File: config.mk
export PLATFORM = sky130hd
export DESIGN_NAME = divider_iterative
export DESIGN_NICKNAME = d
export VERILOG_FILES = /design/src/rtl/divider_iterative_pkg.sv /design/src/rtl/divider_iterative_div_step.sv /design/src/rtl/divider_iterative.sv
export SDC_FILE = /design/constraint.sdc
export NUM_CORES = 1
export LEC_CHECK = 0
export CORE_ASPECT_RATIO = 0.6
export CORE_MARGIN = 3
export CORE_UTILIZATION = 40
export DETAILED_ROUTE_END_ITERATION = 10
export PLACE_DENSITY_LB_ADDON = 0.25
export SYNTH_ARGS = -nofsm -noshare
export SYNTH_HDL_FRONTEND = slang
export SYNTH_SLANG_ARGS = --single-unit
File: constraint.sdc
create_clock -name clk -period 8.11 [get_ports clk]
set_clock_uncertainty 0.05 [all_clocks]
set_input_delay 2.0275 -clock clk [delete_from_list [all_inputs] [get_ports clk]]
set_output_delay 2.0275 -clock clk [all_outputs]
set_load 0.02 [all_outputs]
File: src/rtl/divider_iterative_pkg.sv
// Shared functional-unit definitions: the FSM state type used by the iterative units,
// plus a helper that sizes the iteration counter.
package divider_iterative_pkg;

  typedef enum logic [1:0] {
    IDLE = 2'd0,
    RUN  = 2'd1,
    DONE = 2'd2
  } fu_state_t;

  // The counter has to be able to hold the value iters itself.
  function automatic int unsigned cnt_width(input int unsigned iters);
    return $clog2(iters + 1);
  endfunction

endpackage

File: src/rtl/divider_iterative_div_step.sv
// One restoring-division step: shift {prem,dividend} left by one bit, trial-subtract the
// divisor, and pick the new partial remainder and quotient bit.
module divider_iterative_div_step #(
  parameter int unsigned WIDTH = 32
) (
  input  logic [WIDTH:0]     prem,
  input  logic [2*WIDTH-1:0] dividend,
  input  logic [WIDTH-1:0]   d,
  output logic [WIDTH:0]     prem_next,
  output logic [2*WIDTH-1:0] dividend_next
);

  logic [WIDTH+1:0] shifted;
  logic [WIDTH:0]   diff;
  logic             ge;

  always_comb begin
    shifted = {prem, dividend[2*WIDTH-1]};
    ge      = shifted >= {2'b00, d};
    // When ge holds, the difference always fits in WIDTH+1 bits.
    diff    = shifted[WIDTH:0] - {1'b0, d};
    if (ge) begin
      prem_next = diff;
    end else begin
      prem_next = shifted[WIDTH:0];
    end
    dividend_next = {dividend[2*WIDTH-2:0], ge};
  end

endmodule

File: src/rtl/divider_iterative.sv
// Iterative restoring divider: 2*WIDTH-bit dividend by a WIDTH-bit divisor, one quotient bit
// per cycle. Define DIV_ZERO_DETECT_EN to add the dbz port and the divide-by-zero fast path.
module divider_iterative
  import divider_iterative_pkg::*;
#(
  parameter int unsigned WIDTH = 32
) (
  input  logic               clk,
  input  logic               rst_n,
  input  logic               valid_in,
  input  logic [2*WIDTH-1:0] n,
  input  logic [WIDTH-1:0]   d,
  output logic               busy,
  output logic               valid_out,
  output logic [2*WIDTH-1:0] q,
  output logic [WIDTH-1:0]   rem
`ifdef DIV_ZERO_DETECT_EN
  ,
  output logic               dbz
`endif
);

  localparam int unsigned ITERS = 2 * WIDTH;
  localparam int unsigned CNT_W = cnt_width(ITERS);

  fu_state_t          state_q, state_d;
  logic [CNT_W-1:0]   cnt_q, cnt_d;
  logic [WIDTH:0]     prem_q, prem_d;
  logic [2*WIDTH-1:0] dvd_q, dvd_d;
  logic [WIDTH-1:0]   dsr_q, dsr_d;
  logic [2*WIDTH-1:0] q_q, q_d;
  logic [WIDTH-1:0]   rem_q, rem_d;
  logic               dbz_q, dbz_d;

  logic [WIDTH:0]     step_prem;
  logic [2*WIDTH-1:0] step_dvd;

  divider_iterative_div_step #(
    .WIDTH(WIDTH)
  ) u_div_step (
    .prem          (prem_q),
    .dividend      (dvd_q),
    .d             (dsr_q),
    .prem_next     (step_prem),
    .dividend_next (step_dvd)
  );

  always_comb begin
    state_d = state_q;
    cnt_d   = cnt_q;
    prem_d  = prem_q;
    dvd_d   = dvd_q;
    dsr_d   = dsr_q;
    q_d     = q_q;
    rem_d   = rem_q;
    dbz_d   = dbz_q;
    unique case (state_q)
      IDLE: begin
        if (valid_in) begin
          dvd_d   = n;
          dsr_d   = d;
          prem_d  = '0;
          cnt_d   = '0;
          state_d = RUN;
`ifdef DIV_ZERO_DETECT_EN
          if (d == '0) begin
            state_d = DONE;
            q_d     = '1;
            rem_d   = n[WIDTH-1:0];
            dbz_d   = 1'b1;
          end
`endif
        end
      end
      RUN: begin
        prem_d = step_prem;
        dvd_d  = step_dvd;
        cnt_d  = cnt_q + 1'b1;
        if (cnt_q == CNT_W'(ITERS - 1)) begin
          state_d = DONE;
          q_d     = step_dvd;
          rem_d   = step_prem[WIDTH-1:0];
          dbz_d   = 1'b0;
        end
      end
      DONE: state_d = IDLE;
      default: state_d = IDLE;
    endcase
  end

  always_ff @(posedge clk or negedge rst_n) begin
    if (!rst_n) begin
      state_q <= IDLE;
      cnt_q   <= '0;
      prem_q  <= '0;
      dvd_q   <= '0;
      dsr_q   <= '0;
      q_q     <= '0;
      rem_q   <= '0;
      dbz_q   <= 1'b0;
    end else begin
      state_q <= state_d;
      cnt_q   <= cnt_d;
      prem_q  <= prem_d;
      dvd_q   <= dvd_d;
      dsr_q   <= dsr_d;
      q_q     <= q_d;
      rem_q   <= rem_d;
      dbz_q   <= dbz_d;
    end
  end

  assign busy      = (state_q != IDLE);
  assign valid_out = (state_q == DONE);
  assign q         = q_q;
  assign rem       = rem_q;
`ifdef DIV_ZERO_DETECT_EN
  assign dbz       = dbz_q;
`else
  // Without the fast path dbz_q is never set; it stays as plain state for a uniform datapath.
  logic unused_dbz;
  assign unused_dbz = dbz_q;
`endif

endmodule
==> results list, run 1 <==
- Detailed routing inserted a total of 9,690 vias.
- Crit path launch: dvd_q[63]
- The share of synthesized area in the top cell type comes to 0.510.
- Post-CTS setup buffer count: 0
- For this design the static power due to leakage is 6.82 nW.
- Across the VDD grid, the largest voltage drop is 0.000132 V.
- Post-route clock period utilization: 0.499
- Dominant cell type by count on the critical path: inv_1
- After clock tree synthesis, the clock-pin slew on the worst setup and hold paths is 0.06 ns.
- X dimension of the die: 225 um
- Routed wire length: 32,600 um
- After the first detailed-routing iteration, the DRC count stood at 666.
- Largest delay contributor family on the critical path: simple AND/OR/NAND/NOR gates
- Count of hold-fix buffers inserted at cts: 0
* Worst R2R End: prem_q[31]
* CP Depth: 12
* Sort of element at the start of the critical path: register
- Setup violations remaining at the end of the flow were counted as 0.
* Highest clock frequency the design can meet: 247 MHz
- Master of the slowest instance on the critical path: nor2_4
- Share of flip-flops with an asynchronous set or reset: 1.00
- In this run the tightest slew margin relative to its limit is 0.238.
* Detailed-route wire length per cell: 17.9 um
- The number of gates resized after CTS was 0.
* Net Count, Synth: 1,410
- For this run the aggregate overflow at the end of global routing stands at 0.
- Walking the worst path, the cells encountered are inv_1 -> ha_1 -> inv_1 -> fa_1 -> a21oi_1 -> o21ai_1 -> a211oi_4 -> o311ai_1 -> nand3_2 -> nand2_2 -> nor2_4 -> a221o_1.
- Arrival time at the worst endpoint: 4.45 ns
* Sequential standard cell area: 5860 um^2
- In the global route stage, overall resource usage came out at 0.210.
- Number of buffers created by CTS: 24
* Worst EP required: 8.51 ns
* Syn Inst Count: 1,277
- The number of antenna diodes in the final layout is 0.
- First-pass GRT wire length: 51,900 um
* Distinct cells, synth: 70
* DP HPWL: 21,800 um
* Port bufs: 196
- Count of pins over their slew limit: 0
- Hold Vio Cnt, Final: 0
* Cell count of the worst reg-to-reg path: 12
- Avg Vias per Cell: 5.33
* Power density of the placed cells: 168 nW/um^2
* Slew at the pin closest to its max-slew limit: 1.14 ns
* Cell types with the highest counts after synthesis: nand2_1, dfrtp_1, o21ai_0, nor2_1, clkbuf_1
- Ports: 197
- The floorplan step set the die height to 137 um.
- Floorplan Core Area: 27,900 um^2
- Max-cap check violation count: 0
- CTS built an H-tree with a depth of 1.
* Number of antenna violations at the first check in global routing: 0
- Ranking of synthesized cells by area: dfrtp_1, nand2_1, o21ai_0
- Averaged over all synthesized cells, the footprint is 8.98 um^2.
- After synthesis the netlist holds a flip-flop and latch count of 234.
- Initial Utilization: 0.412
- The largest total area in the synthesized netlist belongs to dfrtp_1.
- For flop-to-flop paths, the worst setup slack is 4.06 ns.
- Entering global routing, the biggest net connects 130 pins.
- Fraction of the yosys area taken by sequential cells: 0.510
* Power after layout: 2.43 mW
* Setup repair after global routing missed its margin: no
* Worst setup path end: prem_q[31]
* Layout fillers: 2,662
* Maximum single-stage delay on the critical path: 0.64 ns
- Summed over all failing endpoints, the final setup total negative slack is 0 ns.
- Type of element capturing the critical path: register
- Prevailing post-synth register cell: dfrtp_1
- Number of synthesized flops with an enable pin: 0
- The later pin in the worst-skew pair is clocked with a latency of 0.53 ns.
- DRC violation count after routing: 0
* Final nets: 1,567
* Max Buffers Root-to-Sink: 3
* Post-layout min period: 4.05 ns
- Outcome: finished clean
- The initialized floorplan defines 47 standard-cell rows.
- The die covers 30,800 um^2.
- Sinks on the clock net: 234
- From synthesis to final layout, the design area changed by 26.2%.
- The via count of the first global-routing pass is 9,348.
* Critical Setup Path Class: register to register
- Fraction of layout cells with a size suffix above 1: 0.0572
- The worst hold path belongs to the class register to register.
- The Yosys step of the flow raised 0 warnings.
- In the final layout, the multi-input gates occupy 5130 um^2.
- In this run the remaining antenna-violating nets after routing total 0.
* Root cell of the clock tree: clkbuf_16
* Count leader, synth: nand2_1
- Along the worst path, the maximum fanout reaches 30.
- FF-to-FF Start: dvd_q[63]
* Routability congestion estimate: 0.928
- TritonCTS built the clock tree.
* Cell area after synthesis: 11,500 um^2
* Count of TritonRoute iterations in the first routing pass: 7
- The number of buffers and inverters on the critical path is 2.
[state kept, by name (all words and copies together) (netlist names)]
| register | flops |
|---|---|
| cnt_q | 7 |
| dsr_q | 32 |
| dvd_q | 64 |
| prem_q | 33 |
| q | 64 |
| rem | 32 |
| state_q | 2 |
[logic make-up (layout without fill, tap and decap cells)]
| logic type | count (synthesis) | count (layout) | synth area share |
|---|---|---|---|
| flops | 234 | 234 | 0.510 |
| compound gates | 281 | 281 | 0.163 |
| fa+ha+maj | 34 | 34 | 0.0377 |
| mux | 18 | 18 | 0.0157 |
| buf+inv | 114 | 289 | 0.0440 |
| simple gates | 570 | 570 | 0.209 |
| xor+xnor | 26 | 26 | 0.0199 |
[worst reg2reg max path, delay by kind of cell, from the launching register on]
family                     cells  cell delay, ns
and+or+nand+nor                3            1.47
AOI/OAI and AO/OA              5            1.38
adders and majority gates      2            0.56
DFF                            1            0.38
buffers and inverters          2            0.13
[power by group]
| group | switching (mW) | internal, mW |
|---|---|---|
| Combinational | 0.0317 | 0.0426 |
| Sequential | 0 | 1.17 |
| Clock | 0.486 | 0.701 |
[layer usage]
layer,routed length [um],track usage
met2,13300,0.291
met4,432,0.0303
met5,0,0
met1,16600,0.338
met3,2300,0.0462
[worst min-delay path by stage]
stage | from | to | slack [ns] | depth (start not counted)
floorplan | cnt_q[5] | cnt_q[5] | 0.40 | 1
detailed placement | q[20] | q[20] | 0.41 | 2
global placement | q[52] | q[52] | 0.41 | 2
CTS | q[49] | q[49] | 0.43 | 2
finish | q[4] | q[4] | 0.42 | 2
global route | q[54] | q[54] | 0.44 | 2
[metrics by stage]
step	utilization	setup WS [ns]	cells	area, um^2	hold WS, ns
4_1_cts	0.519	4.13	1819	14500	0.429
6_report	0.519	4.06	1819	14500	0.420
2_1_floorplan	-	4.96	1277	11500	0.395
3_3_place_gp	0.489	3.71	1775	13600	0.409
5_1_grt	0.519	3.84	1819	14500	0.442
3_5_place_dp	0.489	3.68	1775	13600	0.412
[cells in the final DEF, fill, tap and decap left out, types with 4 or more instances in the layout]
cell type,instances
nand2_1,392
dfrtp_1,234
clkdlybuf4s50_1,195
o21ai_0,85
nor2_1,79
inv_1,41
a21oi_1,41
a22oi_1,37
ha_1,33
o22ai_1,26
nand3_1,26
clkbuf_16,25
xnor2_1,18
mux2i_1,18
a221o_1,15
a31oi_1,13
and3_1,12
a21o_1,10
and2_1,9
nor3_1,8
nand4_1,8
xor2_1,8
buf_4,7
o21ai_1,6
o211ai_1,6
or3_1,5
clkinv_2,5
o21a_1,5
and2_0,5
o21bai_1,4
or2_2,4
a211oi_1,4
clkbuf_8,4
[layout make-up]
cell class                 count  area share
sequential                   234       0.405
timing repair buffer         203       0.140
clock inverter                13      0.0112
clock buffer                  31      0.0475
multi-input combinational    929       0.354
inverter                      42      0.0110
tap                          367      0.0317
(Power assumes the default switching activity.)
==> run 2, diff against run 1 <==
==> constraint.sdc (replaced) <==
create_clock -name clk -period 3.55 [get_ports clk]
set_clock_uncertainty 0.05 [all_clocks]
set_input_delay 0.8875 -clock clk [delete_from_list [all_inputs] [get_ports clk]]
set_output_delay 0.8875 -clock clk [all_outputs]
set_load 0.02 [all_outputs]
==> results list, run 2 (synthesized netlist as in run 1, its figures left out) <==
- The final weighted congestion of routability-driven global placement came to 0.951 (was 0.928).
* Detailed-route via count: 9,791 (was 9,690)
- Most frequent cells in the layout: nand2_1, dfrtp_1, clkdlybuf4s50_1 (unchanged)
- The clock sink total is 234 (unchanged).
* Largest net degree at the start of global routing: 74 (was 130)
* Type of element capturing the critical path: register (unchanged)
- The leakage power was 6.88 nW (was 6.82 nW).
- Fraction of layout cells with a size suffix above 1: 0.0615 (was 0.0572)
- The largest fanout on the critical path was 10 (was 30).
- The maximum clock path buffer count is 3 (unchanged).
- Slew at the pin closest to its max-slew limit: 0.736 ns (was 1.14 ns)
- The total internal power was 4.29 mW (was 1.91 mW).
- The length of the first detailed-routing pass in iterations came to 5 (was 7).
- Row count: 47 (unchanged)
* Worst R2R End: rem[27] (was prem_q[31])
- Port bufs: 196 (unchanged)
- Type of the most critical hold path: primary input to asynchronous set/reset pin (was register to register)
- Setup repair after global routing missed its margin: no (unchanged)
- Worst IR Drop VDD: 0.000361 V (was 0.000132 V)
- The synthesis-to-layout area growth was 27.0% (was 26.2%).
- The data required time of the worst path came to 3.93 ns (was 8.51 ns).
- Post-route clock period utilization: 0.893 (was 0.499)
- Final nets: 1,580 (was 1,567)
* Die area: 30,800 um^2 (unchanged)
- The floorplan die height was 137 um (unchanged).
- The switching power came to 1.12 mW (was 518 uW).
* Cell count of the worst reg-to-reg path: 10 (was 12)
- The post-route antenna net violation count was 0 (unchanged).
- Reg-to-reg slack, setup: 0.38 ns (was 4.06 ns)
- Most frequent standard cell in the layout excluding fill and tap cells: nand2_1 (unchanged)
- The number of placed instances, taps included is 1,789 (was 1,775).
* Number of antenna violations at the first check in global routing: 0 (unchanged)
* Core Util, Final: 0.523 (was 0.519)
- Setup TNS Final: 0 ns (unchanged)
- The number of setup violations in the final report was 0 (unchanged).
- The wire length of the first global-routing pass is 53,000 um (was 51,900 um).
- Count of inserted antenna diode cells: 0 (unchanged)
* Worst relative slew slack: 0.509 (was 0.238)
* Final Non-Filler Cells: 1,830 (was 1,819)
- Detailed Route Iter0 Violations: 901 (was 666)
- X dimension of the die: 225 um (unchanged)
* Post-CTS setup buffer count: 0 (unchanged)
- The number of buffers added to fix hold violations after cts was 0 (unchanged).
- The post-detailed-route wirelength per cell came to 18.5 um (was 17.9 um).
- The power per cell area is 371 nW/um^2 (was 168 nW/um^2).
- Post-route worst hold slack: 0.251 ns (was 0.420 ns)
- Max-cap check violation count: 0 (unchanged)
- Net switching fraction of the power: 0.207 (was 0.213)
- The minimum clock period after layout was 3.17 ns (was 4.05 ns).
* Routed wire length: 33,800 um (was 32,600 um)
- The fmax came to 316 MHz (was 247 MHz).
- Outcome: finished clean (unchanged).
- Vias in the first global route: 9,429 (was 9,348)
* Hold Vio Cnt, Final: 0 (unchanged)
- Floorplan Core Area: 27,900 um^2 (unchanged)
- The number of vias per cell after detailed routing was 5.35 (was 5.33).
- The global-route total usage across every layer is 0.216 (was 0.210).
- Critical Setup Path Class: register to register (unchanged)
- Layout fillers: 2,626 (was 2,662)
* Combinational fraction of design power: 0.032 (was 0.031)
- Clock insertion delay at the later pin of the skew report: 0.53 ns (about the same)
* FF-to-FF Start: prem_q[10] (was dvd_q[63])
* Number of H-tree branching levels: 1 (unchanged)
- The final max-slew violation count is 0 (unchanged).
- The starting density of the core is 0.412 (unchanged).
- Crit path launch: prem_q[10] (was dvd_q[63])
- The DRC violations left came to 0 (unchanged).
* Clock share of power: 0.475 (was 0.489)
- Sort of element at the start of the critical path: register (unchanged)
- Fraction of power consumed by sequential logic: 0.493 (was 0.481)
- Arrival time at the worst endpoint: 3.55 ns (was 4.45 ns)
* Clock slew seen by the registers of the worst setup and hold paths: 0.06 ns (about the same)
- Power after layout: 5.41 mW (was 2.43 mW)
* Number of buffers created by CTS: 23 (was 24)
- DP HPWL: 23,700 um (was 21,800 um)
- The final global-route overflow total was 0 (unchanged).
- The count of cells resized by post-cts repair was 0 (unchanged).
* CTS tree: built (unchanged)
- Root cell of the clock tree: clkbuf_16 (unchanged)
* Ports: 197 (unchanged)
run 2: cell count changes in the layout (fill, tap and decap cells not counted), sizes merged:
cell / change
clkinvlp: -2
clkinv: -4
clkbuf: +3
buf: +14
run 2: worst max path at each step:
stage,to,slack (ns),cells past startpoint
finish,rem[27],0.38,10
global placement,prem_q[24],0.54,13
global route,rem[30],0.16,13
CTS,rem[30],0.41,13
detailed placement,rem[30],0.45,13
floorplan,prem_q[30],0.72,13
run 2: critical path, cell delays in order, from the launching register on:
cell and delay [ns]:
dfrtp_1 0.40, ha_1 0.39, a21oi_1 0.29, o211ai_1 0.18, a221oi_4 0.44, o311ai_1 0.23, and3_1 0.28, nor2_4 0.30
buf_4 0.26, a21oi_1 0.09, a21oi_1 0.17
run 2: power groups by stage:
stage                     Sequential [mW]  Combinational [mW]  Clock, mW
after global placement               2.72               0.179          0
after detailed placement             2.72               0.180          0
final                                2.67               0.175       2.57
after floorplan                      2.72             0.00169          0
after CTS                            2.67               0.180       2.65
after global routing                 2.66               0.192       2.75
run 2: per-layer routing:
| layer | vias up | global-route usage | routed length, um |
|---|---|---|---|
| met2 | 340 | 0.294 | 13500 |
| met1 | 4736 | 0.351 | 17200 |
| met3 | 36 | 0.0437 | 2470 |
| li1 | 4679 | - | - |
| met4 | 0 | 0.0427 | 604 |
| met5 | - | 0 | 0 |
run 2: area by class of cell:
class                           count  area, um^2  share of cell area
Clock inverter                      7         114             0.00781
Timing Repair Buffer              217        2190               0.150
Sequential cell                   234        5860               0.402
Tap cell                          367         459              0.0315
Multi-Input combinational cell    929        5130               0.352
Clock buffer                       34         667              0.0458
Inverter                           42         159              0.0109
run 2: per-stage QoR:
step	setup slack, ns	area (um^2)
CTS	0.412	14600
floorplan	0.723	11500
detailed placement	0.453	13800
global placement	0.544	13800
global route	0.164	14600
finish	0.381	14600
